File: config.mk
export PLATFORM = sky130hd
export DESIGN_NAME = tela_derrota_anim
export DESIGN_NICKNAME = d
export VERILOG_FILES = /design/src/rtl/tela_derrota_anim_pkg.sv /design/src/rtl/tela_anim_fsm.sv /design/src/rtl/tela_derrota_anim.sv
export SDC_FILE = /design/constraint.sdc
export NUM_CORES = 1
export LEC_CHECK = 0
export ABC_AREA = 0
export BUFFER_PORTS_ARGS = -buffer_cell sky130_fd_sc_hd__buf_4
export CORE_ASPECT_RATIO = 0.75
export CORE_MARGIN = 1.5
export CORE_UTILIZATION = 45
export CTS_CLUSTER_SIZE = 16
export DETAILED_ROUTE_END_ITERATION = 8
export HOLD_SLACK_MARGIN = 0.03
export PLACE_DENSITY_LB_ADDON = 0.12
export SKIP_LAST_GASP = 1
export SLEW_MARGIN = 10
export SYNTH_ARGS = -nofsm -noshare
export SYNTH_HDL_FRONTEND = slang
export SYNTH_SLANG_ARGS = --single-unit
File: constraint.sdc
create_clock -name clk -period 5.8 [get_ports clk]
set_input_delay 1.16 -clock clk [delete_from_list [all_inputs] [get_ports clk]]
set_output_delay 1.16 -clock clk [all_outputs]
set_load 0.01 [all_outputs]
File: src/rtl/tela_derrota_anim_pkg.sv
// Shared types and sprite data for the game-over screen renderer.
// Skull bitmap: one 11-bit word per row, bit c is column c, row 0 on top.
package tela_pkg;

    localparam int SPRITE_W = 11;
    localparam int SPRITE_H = 11;

    localparam logic [0:10][10:0] SPRITE_ROWS = '{
        11'h3FE, 11'h7FF, 11'h471, 11'h471, 11'h471, 11'h7FF,
        11'h7DF, 11'h7FF, 11'h3FE, 11'h154, 11'h154
    };

    typedef enum logic [1:0] {IDLE, FADE, SHOW} state_t;

    // Scales one colour channel by an 8-bit intensity (255 is just under unity).
    function automatic logic [7:0] fade_ch(input logic [7:0] c, input logic [7:0] k);
        logic [15:0] p;
        p = 16'(c) * 16'(k);
        return p[15:8];
    endfunction

endpackage

File: src/rtl/tela_anim_fsm.sv
// Animation controller: fade-in ramp, then blink at a fixed frame period.
// All state moves on frame_tick only, except the enable on/off transitions.
module tela_anim_fsm
    import tela_pkg::*;
#(
    parameter logic [7:0] FADE_STEP    = 8'd64,
    parameter int         BLINK_FRAMES = 30
) (
    input  logic       clk,
    input  logic       reset,
    input  logic       enable,
    input  logic       frame_tick,
    output state_t     state,
    output logic [7:0] intensity,
    output logic       visible
);

    localparam int CW = (BLINK_FRAMES > 1) ? $clog2(BLINK_FRAMES) : 1;
    localparam logic [CW-1:0] CNT_LAST = CW'(BLINK_FRAMES - 1);

    state_t        state_n;
    logic [7:0]    intensity_n;
    logic          visible_n;
    logic [CW-1:0] blink_cnt;
    logic [CW-1:0] blink_cnt_n;
    logic [8:0]    sum;

    always_ff @(posedge clk or posedge reset) begin
        if (reset) begin
            state     <= IDLE;
            intensity <= '0;
            visible   <= 1'b1;
            blink_cnt <= '0;
        end else begin
            state     <= state_n;
            intensity <= intensity_n;
            visible   <= visible_n;
            blink_cnt <= blink_cnt_n;
        end
    end

    always_comb begin
        state_n     = state;
        intensity_n = intensity;
        visible_n   = visible;
        blink_cnt_n = blink_cnt;
        sum         = {1'b0, intensity} + {1'b0, FADE_STEP};
        if (!enable) begin
            state_n     = IDLE;
            intensity_n = '0;
            visible_n   = 1'b1;
            blink_cnt_n = '0;
        end else begin
            unique case (state)
                IDLE: begin
                    // A frame_tick coinciding with enable is deliberately dropped.
                    state_n     = FADE;
                    intensity_n = '0;
                end
                FADE: begin
                    if (frame_tick) begin
                        if (sum >= 9'd255) begin
                            state_n     = SHOW;
                            intensity_n = 8'hFF;
                            visible_n   = 1'b1;
                            blink_cnt_n = '0;
                        end else begin
                            intensity_n = sum[7:0];
                        end
                    end
                end
                SHOW: begin
                    if (frame_tick) begin
                        if (blink_cnt == CNT_LAST) begin
                            blink_cnt_n = '0;
                            visible_n   = ~visible;
                        end else begin
                            blink_cnt_n = blink_cnt + 1'b1;
                        end
                    end
                end
                default: state_n = IDLE;
            endcase
        end
    end

endmodule

File: src/rtl/tela_derrota_anim.sv
// Game-over screen renderer: scaled skull sprite with fade-in and blink.
// Two-stage pixel pipeline; animation state is sampled in the second stage.
module tela_derrota_anim
    import tela_pkg::*;
#(
    parameter int          SCALE        = 10,
    parameter int          X0           = 400,
    parameter int          Y0           = 200,
    parameter logic [7:0]  FADE_STEP    = 8'd64,
    parameter int          BLINK_FRAMES = 30,
    parameter logic [23:0] FG_COLOR     = 24'hFFFFFF,
    parameter logic [23:0] BG_COLOR     = 24'h000000
) (
    input  logic       clk,
    input  logic       reset,
    input  logic [9:0] h_counter,
    input  logic [9:0] v_counter,
    input  logic       frame_tick,
    input  logic       enable,
    output logic [7:0] R,
    output logic [7:0] G,
    output logic [7:0] B,
    output logic       busy
);

    localparam logic [10:0] X_LO = 11'(X0);
    localparam logic [10:0] X_HI = 11'(X0 + SPRITE_W * SCALE);
    localparam logic [10:0] Y_LO = 11'(Y0);
    localparam logic [10:0] Y_HI = 11'(Y0 + SPRITE_H * SCALE);
    localparam logic [10:0] SC   = 11'(SCALE);

    state_t     state;
    logic [7:0] intensity;
    logic       visible;

    tela_anim_fsm #(
        .FADE_STEP    (FADE_STEP),
        .BLINK_FRAMES (BLINK_FRAMES)
    ) u_fsm (
        .clk        (clk),
        .reset      (reset),
        .enable     (enable),
        .frame_tick (frame_tick),
        .state      (state),
        .intensity  (intensity),
        .visible    (visible)
    );

    assign busy = (state != IDLE);

    logic [10:0] hx, vy, dx, dy;
    logic        in_box_d;
    logic [3:0]  col_d, row_d;

    assign hx       = {1'b0, h_counter};
    assign vy       = {1'b0, v_counter};
    assign dx       = hx - X_LO;
    assign dy       = vy - Y_LO;
    assign in_box_d = (hx >= X_LO) && (hx < X_HI) && (vy >= Y_LO) && (vy < Y_HI);
    assign col_d    = in_box_d ? 4'(dx / SC) : 4'd0;
    assign row_d    = in_box_d ? 4'(dy / SC) : 4'd0;

    logic       in_box_q;
    logic [3:0] col_q, row_q;

    always_ff @(posedge clk or posedge reset) begin
        if (reset) begin
            in_box_q <= 1'b0;
            col_q    <= '0;
            row_q    <= '0;
        end else begin
            in_box_q <= in_box_d;
            col_q    <= col_d;
            row_q    <= row_d;
        end
    end

    logic        sprite_bit;
    logic [23:0] rgb_d;

    assign sprite_bit = in_box_q && SPRITE_ROWS[row_q][col_q];

    always_comb begin
        rgb_d = '0;
        unique case (state)
            IDLE: rgb_d = '0;
            FADE: rgb_d = sprite_bit ? {fade_ch(FG_COLOR[23:16], intensity),
                                        fade_ch(FG_COLOR[15:8], intensity),
                                        fade_ch(FG_COLOR[7:0], intensity)}
                                     : BG_COLOR;
            SHOW: rgb_d = (sprite_bit && visible) ? FG_COLOR : BG_COLOR;
            default: rgb_d = '0;
        endcase
    end

    always_ff @(posedge clk or posedge reset) begin
        if (reset) begin
            {R, G, B} <= '0;
        end else begin
            {R, G, B} <= rgb_d;
        end
    end

endmodule

# After elaboration in Yosys (flattened, before gate mapping)
# Memories as Yosys holds them, arrays and structs flattened.
# Index checks and enable logic that the tools add are counted.
dict set report word_totals {
  regBits 49
  mem_bits_ro 176
  in_bits 24
  out_inout_bits 25
  wordCells 77
  mem_count 1
}
dict set report op_classes {
  addsub 4
  mul 1
  div_mod_pow 2
  magnitude_cmp 7
  eq_ne 10
  n_mux 29
  bitwise_logic 2
  reduce_logical 11
}
# name words width rd rd_ports_with_merged_regs write_ports line_no
set mem_list {}
lappend mem_list {{(no name shown)} 16 11 1 0 0 tela_derrota_anim.sv:81} ;# assign sprite_bit = in_box_q && SPRITE_ROWS[row_q][col_q];
# cell count
set ops {}
lappend ops {{two-way mux 24 bit} 2}
lappend ops {{one-hot mux 24 bit (2 select lines)} 1}
lappend ops {{two-way mux 5 bit} 5}
lappend ops {{two-way mux 8 bit} 3}
lappend ops {{divider 11 x 4 -> 11 bit, second input constant} 2}
lappend ops {{two-way mux 11 bit} 2}
lappend ops {{< comparator 10 x 9 -> 1 bit, second input constant} 2}
lappend ops {{multiplier 8 x 8 -> 16 bit, first input constant} 1}
lappend ops {{one-hot mux 8 bit (2 select lines)} 1}
lappend ops {{subtractor 10 x 8 -> 11 bit, second input constant} 1}
lappend ops {{subtractor 10 x 9 -> 11 bit, second input constant} 1}
lappend ops {{greater-or-equal comparator 10 x 8 -> 1 bit, second input constant} 1}
lappend ops {{greater-or-equal comparator 10 x 9 -> 1 bit, second input constant} 1}
lappend ops {{one-hot mux 5 bit (2 select lines)} 1}
lappend ops {{adder 8 x 7 -> 9 bit, second input constant} 1}
lappend ops {{greater-or-equal comparator 9 x 8 -> 1 bit, second input constant} 1}
lappend ops {{two-way mux 4 bit} 2}
lappend ops {{two-way mux 1 bit} 6}
lappend ops {{two-way mux 2 bit} 3}
lappend ops {{inequality test 3 x 1 -> 1 bit, second input constant} 2}
lappend ops {{inequality test 3 x 2 -> 1 bit, second input constant} 2}
lappend ops {{inequality test 3 bit, second input constant} 2}
lappend ops {{one-hot mux 2 bit (3 select lines)} 1}
lappend ops {{adder 5 x 1 -> 5 bit, second input constant} 1}
lappend ops {{other kinds (17)} 21}

# Logic depth before layout (Yosys ltp)
# Gate-level depths: netlist of the first run.
dict set report depth {
  ltp_word 10
  ltp_mapped 17
  depth_no_buf 17
}

# Hierarchy
# From an unflattened synthesis of the first run, not the netlist that was laid out.
dict set report hier_totals {
  hier_cells 543
  area_unflattened_um2 4685.7
}
# module n_inst cells_per_inst area_per_inst_um2 seq_area_each_um2
set by_module_without_submodules {}
lappend by_module_without_submodules {tela_derrota_anim 1 465 3998.8 425.4}
lappend by_module_without_submodules {tela_anim_fsm 1 78 686.9 276.5}

# Worst setup path before layout of the first run
# No wires, ideal clock.
dict set report synth_timing {
  path_kind {input-to-reg}
  start {input v_counter[4]}
  end {register row_q[1]}
  setup_time_ps 124
  arrival_time_ps 4793
  required_ps 5676
  setup_slack_ps 883
  cell_stages 14
  n_path_buf 1
  path_cell_list {clkbuf_1 -> inv_1 -> ha_1 -> or4b_4 -> nor3_4 -> a21oi_2 -> o21a_1 -> a311o_1 -> a211oi_4 -> mux2i_1 -> a221o_1 -> a31oi_4 -> mux2_1 -> o31a_1}
}
dict set report synth_between {
  elab_chain_len 4
  elab_cells_between_ends 7
  cone_classes {add/sub (1); div (1); order compare (2); mux (1); reduce/logical (2)}
}
# element line_no
set synth_lines {}
lappend synth_lines {{start, declared} tela_derrota_anim.sv:17} ;# input logic [9:0] v_counter,
lappend synth_lines {{parallel branches: the longest is 3 deep, another holds subtractor 10 x 8 -> 11 bit} --}
lappend synth_lines {{two-way mux 4 bit *} tela_derrota_anim.sv:61} ;# assign row_d = in_box_d ? 4'(dy / SC) : 4'd0;
lappend synth_lines {{via row_d[1]} tela_derrota_anim.sv:53} ;# logic [3:0] col_d, row_d;
lappend synth_lines {{end signal, assigned} tela_derrota_anim.sv:74} ;# row_q <= row_d;
lappend synth_lines {{end, declared} tela_derrota_anim.sv:64} ;# logic [3:0] col_q, row_q;
# Mark *: on every way through the listed nets, which the timed path passes.
# A chain may end at the register's enable or synchronous reset.

# Worst setup path in the final report of the first run
dict set report layout_timing {
  start {input v_counter[3]}
  end {register row_q[1]}
}
# The elaborated chain is that of the path after synthesis.

==> results of run 1 <==
==> placed cells by master, fill, tap and decap left out, types with 3 or more instances in the layout <==
master and instances:
xnor2_1 19, nand3b_1 3, o31ai_1 6, mux2i_1 7, o21a_1 4, inv_1 34, buf_4 48, xor2_1 7
dfrtp_1 27, a2111oi_0 6, a211oi_1 7, nor2b_1 18, a31oi_1 9, and2_1 3, nor3_1 18, o22ai_1 6
nand3_1 12, o2111ai_1 3, a21o_1 5, nor4_1 6, o211ai_1 6, and3_1 3, nand2b_1 9, nand2_1 42
clkbuf_16 3, o21ai_0 31, o311a_1 3, a21oi_1 50, o31a_1 3, nor3b_1 3, nor2_1 29, nand4_1 3
or3_1 3, fa_1 3, ha_1 34, o21bai_1 4
==> power groups by stage <==
stage,Sequential [mW],Combinational (mW),Clock [mW]
global placement,0.203,0.254,0
floorplan,0.202,0.204,0
finish,0.199,0.263,0.158
global route,0.200,0.295,0.171
CTS,0.199,0.261,0.164
detailed placement,0.203,0.260,0
==> cell families after synthesis <==
logic type,count (synthesis),share of synthesized area (%)
simple gates,167,22.1
mux,10,2.58
compound gates,176,30.7
fa+ha+maj,38,12.3
flops,28,17.5
xor+xnor,26,5.67
buf+inv,78,9.09
==> area by class of cell <==
cell class | instances | area (sq um) | share of cell area (%)
clock buffer | 4 | 78.8 | 1.81
tap | 108 | 135 | 3.10
timing repair buffer | 48 | 360 | 8.27
inverter | 35 | 131 | 3.01
multi-input combinational | 417 | 2950 | 67.7
sequential | 28 | 702 | 16.1
==> registers in the layout, indices dropped and copies added, names as in the netlist <==
name             flops
col_q                4
u_fsm.blink_cnt      5
B                    8
row_q                4
in_box_q             1
u_fsm.visible        1
u_fsm.intensity      3
u_fsm.state          2
==> through the flow <==
stage                     instances  setup slack [ps]  power, mW
after floorplan                 523               883      0.406
after detailed placement        636               604      0.463
after global placement          636               760      0.457
after global routing            640               593      0.666
final                           640               897      0.621
after CTS                       640               880      0.624
==> layer usage <==
metal / GRT usage, % / share of wire [%] / up-vias / wire [microns]
met2: 33.0 / 45 / 119 / 4020
met4: 2.30 / 0.45 / 0 / 40
met1: 26.5 / 49 / 1726 / 4350
met5: 0 / 0 / - / 0
met3: 1.93 / 5.8 / 5 / 518
li1: - / - / 1918 / -
==> worst min path at each step <==
stage,from,to
floorplan,u_fsm.blink_cnt[2],u_fsm.blink_cnt[2]
global placement,u_fsm.blink_cnt[1],u_fsm.blink_cnt[1]
detailed placement,u_fsm.blink_cnt[2],u_fsm.blink_cnt[2]
CTS,u_fsm.blink_cnt[2],u_fsm.blink_cnt[2]
global route,u_fsm.visible,u_fsm.visible
finish,u_fsm.blink_cnt[2],u_fsm.blink_cnt[2]
==> results.yml, run 1 <==
synthesis:
  ys_types: 82
  synth_nets: 584
  ys.flop_type: "dfrtp_1"
  syn_area_sq_um: 4020
  synth_top_cell_area_share_pct: 16.8
  yosysMostFrequentCell: "a21oi_1"
  ys_ff_latch: 28
  async_flop_share_pct: 100
  avgSynthCellArea_sq_um: 7.68
  ys_warn_count: 0
  yosys-top-cells-count: "a21oi_1 (50), nand2_1 (42), inv_1 (35), ha_1 (34), o21ai_0 (31)"
  synthCells: 523
  synth_edf_count: 0
  ys_top_cells_by_area: "dfrtp_1 (17%), ha_1 (11%), a21oi_1 (6.2%), xnor2_1 (4.1%), nand2_1 (3.9%)"
  synth_top_cell_by_area: "dfrtp_1"
  yosysSeqAreaShare_pct: 17.5
detailed_routing:
  drt-initial-drc-count: 201
  routedWlPerCell_microns: 14.0
  drt_wl_total_microns: 8930
  via_count: 3768
  viasPerCell: 5.89
  ant_nets: 0
  post-route-drc-count: 7
  first_pass_iters: 7
floorplanning:
  die_h_microns: 84.8
  dieArea_sq_um: 9510
  ios: 49
  start_util_pct: 46.9
  rows: 29
  core-area_sq_um: 8560
  fp.dieW_microns: 112
layout:
  fin_area_sq_um: 4360
  final_nets: 594
  drive_above_1_share_pct: 13.3
  post-route-util_pct: 50.9
  layout-area-overhead-vs-synth_pct: 8.47
  n_antenna_cell: 0
  n_fill_cell: 822
timing:
  fmax_mhz: 204
  worst_slew_pin_slew_ps: 1050
  finalCritPeriodShare_pct: 84.5
  drv_slew: 0
  min_period_ps: 4900
  setup_tns_ps: 0
  finClkSkew_ps: 6.89
  rsz0062_at_grt: "no"
  setup_viol: 0
  finalHoldViolations: 0
  hold-worst-slack_ps: 545
  max_slew_margin_pct: 29.9
critical_path:
  cp_num_buf_inv: 2
  setup.worst_path.class: "input pin to flop"
  cp-start-kind: "input pin"
  r2r_start: "u_fsm.intensity[4]"
  worst_ep_arrival_time_ps: 5050
  cp_max_fo: 17
  rr_worst_depth: 15
  cp_num_cells: 14
  r2r-end: "B[7]"
  cp_top_family: "compound AO/OA/AOI/OAI gates"
  end_kind: "flop"
  r2r_slack_ps: 1820
  slowest_delay_ps: 490
  cp_cell_sequence: "buf_4 > inv_1 > ha_1 > nand2b_1 > a21oi_1 > xnor2_1 > o31ai_1 > a311o_1 > a211oi_4 > mux2i_1 > a221o_1 > a31oi_4 > mux2_1 > o31a_1"
  cp.required_ps: 5950
  startpoint: "v_counter[3]"
  cp_slowest_cell: "a211oi_4"
  crit_end: "row_q[1]"
clock_tree:
  cts.sinks: 28
  cts_hold_buffers: 0
  clk_latency_ps: 270
  cts_tree: "yes"
  path_clk_slew_ps: 70
  cts_max_level: 1
  numCtsBuffers: 3
  cts_resized: 0
  post_cts_buffers: 0
  cts-root-buf: "clkbuf_16"
  clk_path_buf_depth: 2
global_route:
  grt_usage_pct: 19.0
  grt_pass1_vias: 3361
  antenna_found_initial: 0
  grt_pass1_wl_microns: 15400
  gr-total-overflow: 0
  grt_max_degree: 29
pwr:
  combPwrFrac_pct: 42.4
  p_seq_share_pct: 32.1
  p_int_uw: 395
  power.switching_uw: 226
  swShare_pct: 36.4
  clockPowerShare_pct: 25.4
  power.density_nw_per_um2: 142
  power.leakage_nw: 1.91
  ir_drop_v: 0.0000904
min_path:
  min_path_cells: 1
  hp-class: "flop to flop"
place:
  hpwl_microns: 6870
  place_congestion: 0.877
  placed_cell_area_sq_um: 4280
  portBuffers: 47
status:
  violations: "DRC"
  status: "finished with violations"
run:
  maxCapViolations: 0
Power figures use the tool's default switching activity.
==> run 2, diff against run 1 <==
Clock period 5.8 ns to 4.4 ns, I/O delays scaled along.
==> run 2 against run 1 <==
The run still ends with DRC left. Sequential share of layout area down 0.61 points. Worst hold slack about the same. Critical endpoint unchanged. Highest routed layer unchanged. Largest cell class unchanged. Combinational power up 43%. Critical path depth unchanged. Worst setup slack worse by 640 ps. Sequential power up 32%. Critical path type unchanged. Clock power up 30%. Utilization up 2.0 points.
==> results.yml, run 2 (same netlist as run 1, synthesis figures left out) <==
clock_tree:
  clk_latency_ps: 260
  cts-root-buf: "clkbuf_16"
  cts_resized: 0
  cts.sinks: 28
  cts_max_level: 1
  post_cts_buffers: 0
  numCtsBuffers: 3
  cts_tree: "yes"
  cts_hold_buffers: 0
  clk_path_buf_depth: 2
  path_clk_slew_ps: 60
layout:
  n_antenna_cell: 0
  final_common_cell: "buf_4"
  largest_reg_flops: 8
  post-route-util_pct: 52.9
  drive_above_1_share_pct: 17.0
  fin_area_sq_um: 4530
  final_nets: 616
  mostFrequentLayoutCells: "buf_4 (70), a21oi_1 (50), nand2_1 (42)"
  layout-area-overhead-vs-synth_pct: 12.8
  finalNonFillerCells: 662
place:
  placed_cell_area_sq_um: 4450
  hpwl_microns: 7150
  pre_cts_ws_ps: -19.8
  dp.cells: 658
  place_congestion: 0.852
  portBuffers: 47
timing:
  setup_viol: 0
  finClkSkew_ps: 3.27
  min_period_ps: 4140
  drv_slew: 0
  rsz0062_at_grt: "no"
  finalCritPeriodShare_pct: 94.2
  fmax_mhz: 241
  worst_slew_pin_slew_ps: 1030
  max_slew_margin_pct: 30.7
  hold-worst-slack_ps: 546
  finalHoldViolations: 0
  setup_tns_ps: 0
  setup_ws_ps: 255
pwr:
  p_seq_share_pct: 31.2
  power.leakage_nw: 2.02
  p_int_uw: 545
  clockPowerShare_pct: 24.4
  power.density_nw_per_um2: 186
  power.switching_uw: 299
  power_uw: 844
  combPwrFrac_pct: 44.4
  swShare_pct: 35.5
  ir_drop_v: 0.000129
global_route:
  antenna_found_initial: 0
  grt_usage_pct: 19.1
  grt_pass1_wl_microns: 15600
  grt_pass1_vias: 3349
  grt_max_degree: 29
  gr-total-overflow: 0
critical_path:
  end_kind: "flop"
  cp_max_fo: 8
  cp.required_ps: 4550
  setup.worst_path.class: "input pin to flop"
  worst_ep_arrival_time_ps: 4290
  cp-start-kind: "input pin"
floorplanning:
  start_util_pct: 46.9
  ios: 49
  rows: 29
  dieArea_sq_um: 9510
  core-area_sq_um: 8560
  die_h_microns: 84.8
  fp.dieW_microns: 112
detailed_routing:
  post-route-drc-count: 16
  viasPerCell: 5.74
  first_pass_iters: 6
  drt_wl_total_microns: 8950
  ant_nets: 0
  drt-initial-drc-count: 219
  via_count: 3800
  routedWlPerCell_microns: 13.5
run:
  maxCapViolations: 0
status:
  status: "finished with violations"
  violations: "DRC"
min_path:
  hp-class: "flop to flop"
## run 2: final timing paths
path | from | endpoint | slack, ps | depth (start not counted)
hold reg to reg | u_fsm.blink_cnt[1] | u_fsm.blink_cnt[1] | 550 | 2
min in group asynchronous | reset | B[2] | 740 | 2
hold / removal | u_fsm.blink_cnt[1] | u_fsm.blink_cnt[1] | 550 | 2
setup reg to reg | u_fsm.intensity[4] | B[7] | 440 | 15
setup / recovery | v_counter[4] | row_q[1] | 260 | 14
max in group asynchronous | reset | u_fsm.blink_cnt[0] | 3180 | 2
## run 2: power groups by stage
stage	Combinational, mW	Sequential (mW)	Clock (mW)
final	0.375	0.263	0.206
after global routing	0.421	0.263	0.222
after CTS	0.376	0.263	0.212
after detailed placement	0.374	0.268	0
after global placement	0.365	0.268	0
after floorplan	0.269	0.267	0
## run 2: area by class of cell
class                   count  area [sq um]
fillers                   832          4030
multi-input cells         417          2960
flip-flops and latches     28           702
repair buffers             70           526
well taps                 108           135
inverters                  35           131
clock buffers               4          78.8
## run 2: critical path, cell delays in order
cell	delay [ps]
buf_4	90
inv_1	60
ha_1	190
or4b_4	580
nor4_1	250
a21oi_1	70
or4_1	530
o22ai_2	220
a211oi_4	130
mux2i_1	140
a221o_1	340
a31oi_4	190
mux2_1	340
o31a_1	290
## run 2: routing by layer
metal	wire [microns]	vias up	GRT usage, %
met4	15	0	2.19
li1	-	1973	-
met1	4510	1723	27.8
met3	394	2	1.50
met5	0	-	0
met2	4030	102	32.1
